<file path="src/rtl/seq_detect_pkg.sv">
// Shared constants and sizing helpers for the Moore sequence detector.
package seq_detect_pkg;

  // Source of the default reset pattern; the top slices off LEN bits.
  localparam logic [15:0] PAT_ALL_ONES = 16'hFFFF;

  // Ceiling log2; the state register is clog2(LEN+1) bits wide to hold 0..LEN.
  function automatic int clog2(input int n);
    int r;
    r = 0;
    for (int i = 0; i < 32; i++) begin
      if ((1 << r) < n) r = r + 1;
    end
    return r;
  endfunction

endpackage

</file>
<file path="src/rtl/seq_prefix_match.sv">
// Combinational longest-prefix search: next matched-prefix length after accepting w.
module seq_prefix_match
  import seq_detect_pkg::*;
#(
  parameter int LEN = 3,
  parameter int SW  = clog2(LEN + 1)
) (
  input  logic [LEN-1:0] pattern_i,
  input  logic [LEN-2:0] history_i,
  input  logic           w_i,
  input  logic           overlap_i,
  input  logic [SW-1:0]  state_i,
  output logic [SW-1:0]  next_k_o
);

  logic [LEN-1:0] seq;
  logic           hit;

  // seq[0] is the incoming bit, seq[j] the bit accepted j cycles earlier.
  // A prefix of length k can only end here if k-1 bits already matched, so
  // candidates are bounded by state+1; this also masks stale history bits.
  always_comb begin
    seq      = {history_i, w_i};
    hit      = 1'b0;
    next_k_o = '0;
    if ((int'(state_i) == LEN) && !overlap_i) begin
      next_k_o = (w_i == pattern_i[0]) ? SW'(1) : '0;
    end else begin
      for (int k = 1; k <= LEN; k++) begin
        hit = (k <= int'(state_i) + 1);
        for (int j = 0; j < k; j++) begin
          if (seq[j] != pattern_i[k-1-j]) hit = 1'b0;
        end
        if (hit) next_k_o = SW'(k);
      end
    end
  end

endmodule

</file>
<file path="src/rtl/seq_detect_moore.sv">
// Moore serial pattern detector with loadable pattern and saturating match counter.
module seq_detect_moore
  import seq_detect_pkg::*;
#(
  parameter int             LEN      = 3,
  parameter logic [LEN-1:0] PAT_INIT = PAT_ALL_ONES[LEN-1:0],
  parameter int             CNT_W    = 8
) (
  input  logic                      Clock,
  input  logic                      Resetn,
  input  logic                      en,
  input  logic                      w,
  input  logic                      overlap,
  input  logic                      pat_load,
  input  logic [LEN-1:0]            pat_in,
  input  logic                      cnt_clr,
  output logic                      z,
  output logic [clog2(LEN+1)-1:0]   match_len,
  output logic [CNT_W-1:0]          match_cnt,
  output logic                      cnt_sat
);

  localparam int SW = clog2(LEN + 1);
  localparam logic [SW-1:0] ST_IDLE = '0;
  localparam logic [SW-1:0] ST_FULL = SW'(LEN);

  logic [LEN-1:0]   pat_q,   pat_d;
  logic [LEN-2:0]   hist_q,  hist_d;
  logic [SW-1:0]    state_q, state_d;
  logic [CNT_W-1:0] cnt_q,   cnt_d;
  logic [SW-1:0]    next_k;
  logic [LEN-1:0]   seq;
  logic             hit_full;

  seq_prefix_match #(
    .LEN (LEN),
    .SW  (SW)
  ) u_match (
    .pattern_i (pat_q),
    .history_i (hist_q),
    .w_i       (w),
    .overlap_i (overlap),
    .state_i   (state_q),
    .next_k_o  (next_k)
  );

  // pat_load wins over en; the counter only sees edges that land in ST_FULL.
  always_comb begin
    seq      = {hist_q, w};
    pat_d    = pat_q;
    hist_d   = hist_q;
    state_d  = state_q;
    hit_full = 1'b0;
    if (pat_load) begin
      pat_d   = pat_in;
      hist_d  = '0;
      state_d = ST_IDLE;
    end else if (en) begin
      hist_d   = seq[LEN-2:0];
      state_d  = next_k;
      hit_full = (next_k == ST_FULL);
    end
    cnt_d = cnt_q;
    if (cnt_clr) begin
      cnt_d = '0;
    end else if (hit_full && (cnt_q != {CNT_W{1'b1}})) begin
      cnt_d = cnt_q + 1'b1;
    end
  end

  always_ff @(posedge Clock) begin
    if (!Resetn) begin
      pat_q   <= PAT_INIT;
      hist_q  <= '0;
      state_q <= ST_IDLE;
      cnt_q   <= '0;
    end else begin
      pat_q   <= pat_d;
      hist_q  <= hist_d;
      state_q <= state_d;
      cnt_q   <= cnt_d;
    end
  end

  assign z         = (state_q == ST_FULL);
  assign match_len = state_q;
  assign match_cnt = cnt_q;
  assign cnt_sat   = &cnt_q;

endmodule

</file>
<file path="config.mk">
export PLATFORM = sky130hd
export DESIGN_NAME = seq_detect_moore
export DESIGN_NICKNAME = d
export VERILOG_FILES = /design/src/rtl/seq_detect_pkg.sv /design/src/rtl/seq_prefix_match.sv /design/src/rtl/seq_detect_moore.sv
export SDC_FILE = /design/constraint.sdc
export NUM_CORES = 1
export LEC_CHECK = 0
export BUFFER_PORTS_ARGS = -buffer_cell sky130_fd_sc_hd__buf_2
export CORE_UTILIZATION = 38
export DETAILED_ROUTE_END_ITERATION = 10
export PLACE_DENSITY_LB_ADDON = 0.25
export SLEW_MARGIN = 20
export SYNTH_ARGS = -nofsm -noshare
export SYNTH_HDL_FRONTEND = slang
export SYNTH_HIERARCHICAL = 1
export SYNTH_SLANG_ARGS = --single-unit
</file>
<file path="constraint.sdc">
create_clock -name Clock -period 1.85 [get_ports Clock]
set_input_delay 0.185 -clock Clock [delete_from_list [all_inputs] [get_ports Clock]]
set_output_delay 0.185 -clock Clock [all_outputs]
set_load 0.01 [all_outputs]
</file>
==> results of run 1 <==
worst max-delay path: stages, from the launching register on:
cell and delay, ps:
dfxtp_2 350, xor2_2 150, nor4_2 280, o21bai_1 170, and4b_2 300, nand4_4 140
or3_1 330, a21oi_1 130
layer usage:
layer / vias to the layer above / share of wire [%] / track usage, %
li1: 365 / - / -
met1: 328 / 45 / 19.72
met2: 20 / 47 / 26.03
met3: 4 / 6.1 / 4.906
met4: 0 / 1.7 / 8.571
met5: - / 0 / 0
power breakdown:
group / internal [uW] / total [uW] / leakage [uW] / switching, uW
combinational: 34.5 / 65.9 / 0.000318 / 31.4
sequential: 329 / 334 / 0.000122 / 4.96
clock: 83.9 / 189 / 0.0000150 / 105
stage by stage:
stage          hold slack (ps)  util (%)  cell area (sq um)  std cells  worst slack (ps)
2_1_floorplan            246.9         -              785.8         86            -33.15
3_3_place_gp             393.1     49.04              962.2        139            -28.99
3_5_place_dp             399.3     49.04              962.2        139            -84.69
4_1_cts                  100.9     51.98               1020        144            -69.83
5_1_grt                  103.5     52.10               1022        144            -162.3
6_report                 99.11     52.10               1022        144            -62.27
area by class of cell:
class | count | area (sq um)
clock buffers | 4 | 26.28
fillers | 206 | 939.7
inverters | 2 | 7.507
multi-input cells | 66 | 470.5
flip-flops and latches | 15 | 304.0
well taps | 27 | 33.78
repair buffers | 30 | 180.2
placed cells by master (no fill, tap or decap), drive strengths merged:
cell type	count
inv	2
nor3	3
and4b	1
nor4	1
nand4	2
clkbuf	4
nor2	11
o22ai	1
o21ai	3
o21bai	1
nand3	3
a21oi	2
o311ai	1
and3b	1
o41ai	1
nand4b	1
dfxtp	15
o311a	1
ha	1
xor2	5
nand2b	3
buf	30
xnor2	3
nand2	8
and2	2
or3	1
mux2i	9
o2111ai	1
registers in the layout (all words and copies together) (netlist names):
name       cells
pat_q          3
match_cnt      8
hist_q         2
match_len      2
worst max-delay path by stage:
stage | from | endpoint | slack, ps | depth (start not counted)
3_3_place_gp | pat_q[0] | match_cnt[3] | -30 | 7
3_5_place_dp | pat_q[1] | match_cnt[3] | -80 | 7
6_report | pat_q[1] | match_cnt[3] | -60 | 7
2_1_floorplan | pat_q[0] | match_cnt[3] | -30 | 7
4_1_cts | pat_q[1] | match_cnt[3] | -70 | 7
5_1_grt | pat_q[1] | match_cnt[5] | -160 | 7
timing repair:
action / CTS / global route
setup endpoints to repair: 4 / 7
pin swaps: 2 / 0
hold buffers: 0 / 0
setup buffers: 1 / 0
gates resized for setup: 7 / 1
kinds of logic (layout without fill, tap and decap cells):
group,Yosys count,count (layout),share of synthesized area (%)
buffers and inverters,5,36,3.822
AOI/OAI and AO/OA,11,11,9.555
adders and majority gates,1,1,1.592
DFF,15,15,38.22
muxes,9,9,11.47
and+or+nand+nor,37,37,26.43
xor gates and xnor gates,8,8,8.918
==> impl_metrics.csv, run 1 <==
group,metric,value,unit
outcome,outcome,"finished, violations left",
outcome,violations,"setup timing",
worst_setup_path,r2r_end,"match_cnt[3]",
clocking,clk_latency,290,ps
sta,fin_tns_setup,-85.84,ps
worst_setup_path,r2r_cells,7,
sta,setup_viol,2,
global_routing,grt_pass1_vias,567,
sta,slew_viol_final,0,
detailed_routing,first_pass_iters,4,
place,place.gp.congestion,0.7841,
worst_setup_path,setup.worst_path.end_class,"register",
sta,maxSlewHeadroom,74.07,%
worst_setup_path,startpoint_type,"register",
synth,synthCells,86,
floorplanning,dieArea,2253,sq um
worst_hold_path,hold_path_startpoint,"Resetn",
floorplanning,die_w,47.47,um
worst_hold_path,hold_class,"primary input to register",
clocking,cts_tree,"yes",
detailed_routing,drt-initial-drc-count,19,
synth,synth_seq_cells,15,
floorplanning,die_y,47.47,um
synth,ys_warn_count,6,
clocking,clk_path_buf_depth,2,
sta,worst_slack,-62.27,ps
global_routing,grt_overflow,0,
global_routing,grt_pass1_wl,2.463,mm
detailed_routing,wl,1.696,mm
clocking,ctsRootBufferMaster,"clkbuf_4",
sta,finClkSkew,2.489,ps
detailed_routing,drtAntennaViolNets,0,
clocking,cts_inserted_buffers,3,
final_layout,syn_to_final_growth,30.10,%
sta,period_minus_slack,1912,ps
worst_setup_path,crit_required,2070,ps
detailed_routing,remaining_drc_errors,0,
sta,hold_viol_final,0,
job,maxCapViolCount,0,
power,ir_worst_vdd,347.2,uV
synth,synth_seq_area_share,38.22,%
power,finalPower,589.1,uW
clocking,cts.sink_count,15,
synth,synth_edf_count,0,
power,p_leak,0.0004555,uW
synth,yosys-top-cells-count,"dfxtp_1 (15), nor2_1 (11), mux2i_1 (9), nand2_1 (8), xor2_1 (5)",
synth,ys_top_cells_by_area,"dfxtp_1 (38%), mux2i_1 (11%), xor2_1 (5.6%), nor2_1 (5.3%), nand2_1 (3.8%)",
clocking,path_clk_slew,90,ps
floorplanning,core_area,1962,sq um
synth,avgSynthCellArea,9.137,sq um
detailed_routing,avgRoutedWirePerCell,11.78,um
final_layout,drive_gt1_share,35.90,%
final_layout,num_antenna_cells,0,
synth,ys_async_sr_fraction,0,%
global_routing,antenna_found_initial,0,
floorplanning,row_count,16,
worst_setup_path,crit_arrival,2140,ps
synth,syn-num-nets,97,
detailed_routing,vias_per_cell,4.979,
synth,synth_most_common_cell,"dfxtp_1",
synth,ys_types,30,
worst_setup_path,r2r-start,"pat_q[1]",
power,power_density,576.3,nW/um^2
sta,worstMarginPinSlew,384.9,ps
place,portBuffers,21,
synth,synth.largest_area_cell,"dfxtp_1",
final_layout,fin_nets,129,
synth,yosysTopAreaCellShare,38.22,%
worst_setup_path,r2r_setup_slack,-60,ps
synth,synth-main-ff-cell,"dfxtp_1",
clocking,h-tree-depth,1,
worst_hold_path,min_path_cells,2,
place,dp_hpwl,1.260,mm
sta,rsz0062_at_grt,"yes",
global_routing,grt_max_degree,9,
floorplanning,start_util,40.05,%
worst_hold_path,holdPathEnd,"pat_q[2]",
floorplanning,io_pins,22,
synth,syn_area,785.8,sq um
detailed_routing,vias,717,
sta,period_share,103.4,%
worst_setup_path,path_class,"register to register",
sta,fmaxAchievable,522.9,MHz
worst_setup_path,cp_max_fo,6,
global_routing,track_usage,16.32,%
No activity file was read; power rests on OpenSTA's default activity.
==> run 2, diff against run 1 <==
Clock period 1.85 ns to 2 ns, I/O delays scaled along.
==> run 2 against run 1 <==
Net effect: via count decreased by 3.5%; non-clock buffer count decreased by 4; worst hold slack better by 32 ps; register-to-register slack better by 130 ps; flip-flop and latch count unchanged; wire length decreased by 9.1%; the flow now finishes without violations; sequential share of layout area up 1.1 points; worst setup slack better by 130 ps; sequential power is 7.2% lower.
==> impl_metrics.csv, run 2 (same netlist as run 1, synthesis figures left out) <==
group,metric,value,unit
place,place.gp.congestion,0.6997,
global_routing,track_usage,15.00,%
place,portBuffers,21,
final_layout,fin_nets,125,
global_routing,grt_max_degree,9,
global_routing,grt_overflow,0,
power,p_sw_share,22.99,%
floorplanning,die_y,47.47,um
clocking,path_clk_slew,80,ps
detailed_routing,wl_met1,751,um
detailed_routing,avgRoutedWirePerCell,11.01,um
final_layout,largest_reg_flops,8,
final_layout,multiInputGateArea,467.9,sq um
floorplanning,dieArea,2253,sq um
worst_setup_path,worst-path-buf-inv,0,
detailed_routing,first_pass_iters,4,
global_routing,grt_pass1_wl,2.408,mm
floorplanning,io_pins,22,
detailed_routing,route.met3.wl,72,um
worst_setup_path,r2r-start,"hist_q[0]",
sta,rsz0062_at_grt,"yes",
power,p_seq_share,58.3,%
power,pwr-share-clk,31.6,%
worst_setup_path,r2r_setup_slack,70,ps
final_layout,fin_util,50.00,%
detailed_routing,vias,692,
clocking,clk_latency,280,ps
floorplanning,row_count,16,
global_routing,antenna_found_initial,0,
clocking,ctsRootBufferMaster,"clkbuf_4",
sta,hold_viol_final,0,
floorplanning,start_util,40.05,%
power,p_sw,122.1,uW
detailed_routing,vias_per_cell,4.943,
clocking,clk_path_buf_depth,2,
power,combPwrFrac,10.1,%
worst_setup_path,slowest_stage,"dfxtp_2",
worst_setup_path,setup.worst_path.end_class,"register",
worst_setup_path,path_cells,"xor2_1, nor4_2, o21bai_1, and4b_2, nand4_4, or3_4, a21oi_2",
clocking,cts_tree,"yes",
worst_setup_path,critPathLaunch,"hist_q[0]",
floorplanning,core_area,1962,sq um
power,p_leak,0.0004346,uW
worst_setup_path,crit_required,2220,ps
final_layout,final_cell_mix,"buf_2 (21), dfxtp_1 (13), nor2_1 (11), mux2i_1 (9), nand2_1 (8)",
sta,maxSlewHeadroom,76.44,%
worst_hold_path,hold_path_startpoint,"Resetn",
sta,period_minus_slack,1928,ps
power,finalPower,531.1,uW
final_layout,num_antenna_cells,0,
sta,fmaxAchievable,518.7,MHz
power,p_int,409.0,uW
worst_setup_path,crit_arrival,2140,ps
worst_setup_path,slowest_delay,350,ps
place,dp_hpwl,1.198,mm
sta,fin_tns_setup,0,ps
worst_setup_path,startpoint_type,"register",
final_layout,stdcell_count,140,
worst_setup_path,critPathTopFamily,"simple AND/OR/NAND/NOR gates",
worst_setup_path,cp_max_fo,6,
final_layout,nFillCells,220,
final_layout,layout_commonest_cell,"buf_2",
final_layout,drive_gt1_share,32.74,%
detailed_routing,drtAntennaViolNets,0,
power,ir_worst_vdd,357.4,uV
clocking,h-tree-depth,1,
clocking,cts_hold_buffers,0,
worst_setup_path,crit_cells,7,
sta,slew_viol_final,0,
worst_hold_path,min_path_cells,2,
detailed_routing,wl_met2,709,um
sta,setup_viol,0,
worst_setup_path,r2r_cells,7,
sta,worstMarginPinSlew,353.4,ps
worst_setup_path,r2r_end,"match_cnt[3]",
worst_setup_path,path_class,"register to register",
detailed_routing,drt-initial-drc-count,5,
final_layout,syn_to_final_growth,24.84,%
outcome,outcome,"finished clean",
sta,period_share,96.40,%
worst_hold_path,hold_class,"primary input to register",
floorplanning,die_w,47.47,um
worst_hold_path,holdPathEnd,"pat_q[2]",
place,dp_cells,135,
detailed_routing,wl,1.541,mm
sta,finClkSkew,3.329,ps
final_layout,regArea,302.8,sq um
sta,hold_ws,130.6,ps
power,power_density,541.4,nW/um^2
job,maxCapViolCount,0,
global_routing,grt_pass1_vias,581,
detailed_routing,remaining_drc_errors,0,
clocking,cts_inserted_buffers,3,
clocking,cts.sink_count,15,
detailed_routing,top_layer_used,"met4",
[run 2: cell type report]
cell class	instances	share of cell area [%]
well taps	27	3.444
flip-flops and latches	15	30.87
multi-input cells	66	47.70
repair buffers	26	14.54
inverters	2	0.7653
clock buffers	4	2.679
[run 2: how the worst max path moves through the flow]
stage                               to
after floorplan           match_cnt[5]
after global placement    match_cnt[5]
after detailed placement  match_cnt[5]
after CTS                 match_cnt[5]
after global routing      match_cnt[3]
final                     match_cnt[3]
[run 2: power by group through the flow]
stage	sequential, uW	clock, uW	combinational (uW)
global route	311	189	59.0
global placement	316	0	51.7
detailed placement	316	0	53.8
floorplan	316	0	33.9
CTS	309	175	53.8
finish	310	168	53.5
[run 2: stage by stage]
step | instance area (sq um) | setup WS, ps
5_1_grt | 980.9 | -8.902
3_3_place_gp | 932.1 | 65.54
4_1_cts | 958.4 | 1.042
3_5_place_dp | 932.1 | 44.84
2_1_floorplan | 785.8 | 108.7
6_report | 980.9 | 72.01
[run 2: what timing repair did]
| item | CTS | global route |
|---|---|---|
| setup endpoints to repair | 0 | 2 |
| buffers inserted | 0 | 1 |
| gates resized for setup | 0 | 7 |
[run 2: routing by layer]
| layer | vias up | GRT usage (%) |
|---|---|---|
| met5 | - | 0 |
| met4 | 0 | 1.714 |
| met3 | 2 | 5.660 |
| met2 | 15 | 22.74 |
| met1 | 317 | 20.92 |
| li1 | 358 | - |
==> run 3, diff against run 2 <==
Settings changed: CTS_BUF_LIST set to sky130_fd_sc_hd__clkbuf_4.
==> run 3 against run 2 <==
Net effect: combinational power hardly changed; sequential share of layout area is the same; critical path type unchanged; largest power group unchanged; via count up 2.9%.
==> impl_metrics.csv, run 3 (same netlist as run 1, synthesis figures left out) <==
group,metric,value,unit
clocking,h-tree-depth,1,
global_routing,grt_max_degree,9,
sta,slew_viol_final,0,
power,finalPower,545.1,uW
worst_setup_path,r2r_setup_slack,60,ps
sta,finClkSkew,3.526,ps
floorplanning,die_y,47.47,um
sta,rsz0062_at_grt,"yes",
worst_setup_path,path_cells,"xor2_1, nor4_2, o21bai_1, and4b_2, nand4_4, or3_4, a21oi_2",
place,dp_hpwl,1.198,mm
worst_setup_path,crit_required,2220,ps
power,p_leak,0.0004376,uW
worst_setup_path,r2r-start,"hist_q[0]",
sta,worstMarginPinSlew,393.9,ps
clocking,cts_inserted_buffers,3,
sta,hold_viol_final,0,
global_routing,grt_overflow,0,
sta,worst_slack,58.15,ps
worst_setup_path,critPathLaunch,"hist_q[0]",
place,place.gp.congestion,0.6997,
place,portBuffers,21,
detailed_routing,vias_per_cell,5.086,
place,dp_cells,135,
worst_setup_path,setup.worst_path.end_class,"register",
job,maxCapViolCount,0,
worst_setup_path,slowest_stage,"dfxtp_2",
sta,maxSlewHeadroom,73.46,%
sta,period_share,97.09,%
detailed_routing,remaining_drc_errors,0,
detailed_routing,avgRoutedWirePerCell,11.19,um
final_layout,drive_gt1_share,32.74,%
final_layout,fin_nets,125,
final_layout,fin_util,50.00,%
final_layout,largest_reg_flops,8,
outcome,outcome,"finished clean",
detailed_routing,drtAntennaViolNets,0,
power,ir_worst_vdd,357.7,uV
floorplanning,io_pins,22,
global_routing,grt_pass1_vias,575,
worst_setup_path,startpoint_type,"register",
detailed_routing,vias,712,
sta,period_minus_slack,1942,ps
worst_hold_path,hold_path_startpoint,"Resetn",
floorplanning,dieArea,2253,sq um
worst_hold_path,hold_class,"primary input to register",
clocking,clk_path_buf_depth,2,
final_layout,syn_to_final_growth,24.84,%
final_layout,stdcell_count,140,
floorplanning,row_count,16,
final_layout,num_antenna_cells,0,
sta,fmaxAchievable,515.0,MHz
power,power_density,555.7,nW/um^2
floorplanning,start_util,40.05,%
worst_setup_path,cp_max_fo,6,
detailed_routing,drt-initial-drc-count,10,
worst_setup_path,slowest_delay,350,ps
clocking,clk_latency,280,ps
final_layout,finalInstanceArea,980.9,sq um
clocking,cts.sink_count,15,
detailed_routing,wl,1.567,mm
global_routing,track_usage,14.69,%
worst_setup_path,path_class,"register to register",
floorplanning,die_w,47.47,um
clocking,ctsRootBufferMaster,"clkbuf_4",
worst_setup_path,crit_arrival,2160,ps
final_layout,layout_commonest_cell,"buf_2",
global_routing,grt_pass1_wl,2.366,mm
global_routing,antenna_found_initial,0,
clocking,cts_tree,"yes",
floorplanning,core_area,1962,sq um
sta,setup_viol,0,
detailed_routing,first_pass_iters,3,
final_layout,final_cell_mix,"buf_2 (21), dfxtp_1 (13), nor2_1 (11), mux2i_1 (9), nand2_1 (8)",
place,placed_area,932.1,sq um
clocking,path_clk_slew,90,ps
final_layout,nFillCells,217,
place,pre_cts_ws,44.84,ps
[run 3: cell types whose count changed in the layout (fill, tap and decap cells not counted)]
cell      change
o21ai_2       -1
o21ai_0       +1
clkbuf_1      -1
clkbuf_4      +1
[run 3: layout make-up]
cell class,count,area (sq um),area share (%)
clock buffers,4,30.03,3.061
flip-flops and latches,15,302.8,30.87
inverters,2,7.507,0.7653
well taps,27,33.78,3.444
multi-input cells,66,464.2,47.32
repair buffers,26,142.6,14.54
[run 3: power by group]
| part | switching [uW] | total (uW) | leakage (uW) | internal [uW] |
|---|---|---|---|---|
| clock network | 90.9 | 182 | 0.0000184 | 90.9 |
| registers | 5.57 | 310 | 0.000122 | 304 |
| logic | 26.0 | 53.5 | 0.000297 | 27.5 |
| total | 123 | 545 | 0.000438 | 423 |
[run 3: worst max-delay path, delay by kind of cell, from the launching register on]
| kind | cells | cell delay, ps |
|---|---|---|
| xor+xnor | 1 | 150 |
| flops | 1 | 350 |
| compound gates | 2 | 290 |
| simple gates | 4 | 1100 |
[run 3: path summary, 6_finish.rpt]
check                               endpoint  cells after the start
worst max-delay path            match_cnt[3]                      7
worst min-delay path                pat_q[1]                      2
worst max register to register  match_cnt[3]                      7
worst min register to register     hist_q[1]                      2
[run 3: per-stage QoR]
stage | setup TNS (ps) | hold slack, ps
6_report | 0 | 131.0
2_1_floorplan | 0 | 261.9
4_1_cts | 0 | 121.4
3_3_place_gp | 0 | 409.2
3_5_place_dp | 0 | 415.2
5_1_grt | -17.98 | 120.4
[run 3: what timing repair did]
item	4_1_cts	5_1_grt
hold buffers	0	0
setup buffers	0	1
endpoints found under the setup margin	0	2
resized for setup	0	5
[run 3: layer usage]
layer | vias to the layer above | part of all wire, % | track usage (%)
met2 | 15 | 47 | 22.19
met1 | 335 | 48 | 20.46
met5 | - | 0 | 0
met4 | 0 | 0.45 | 1.714
li1 | 360 | - | -
met3 | 2 | 4.6 | 5.660
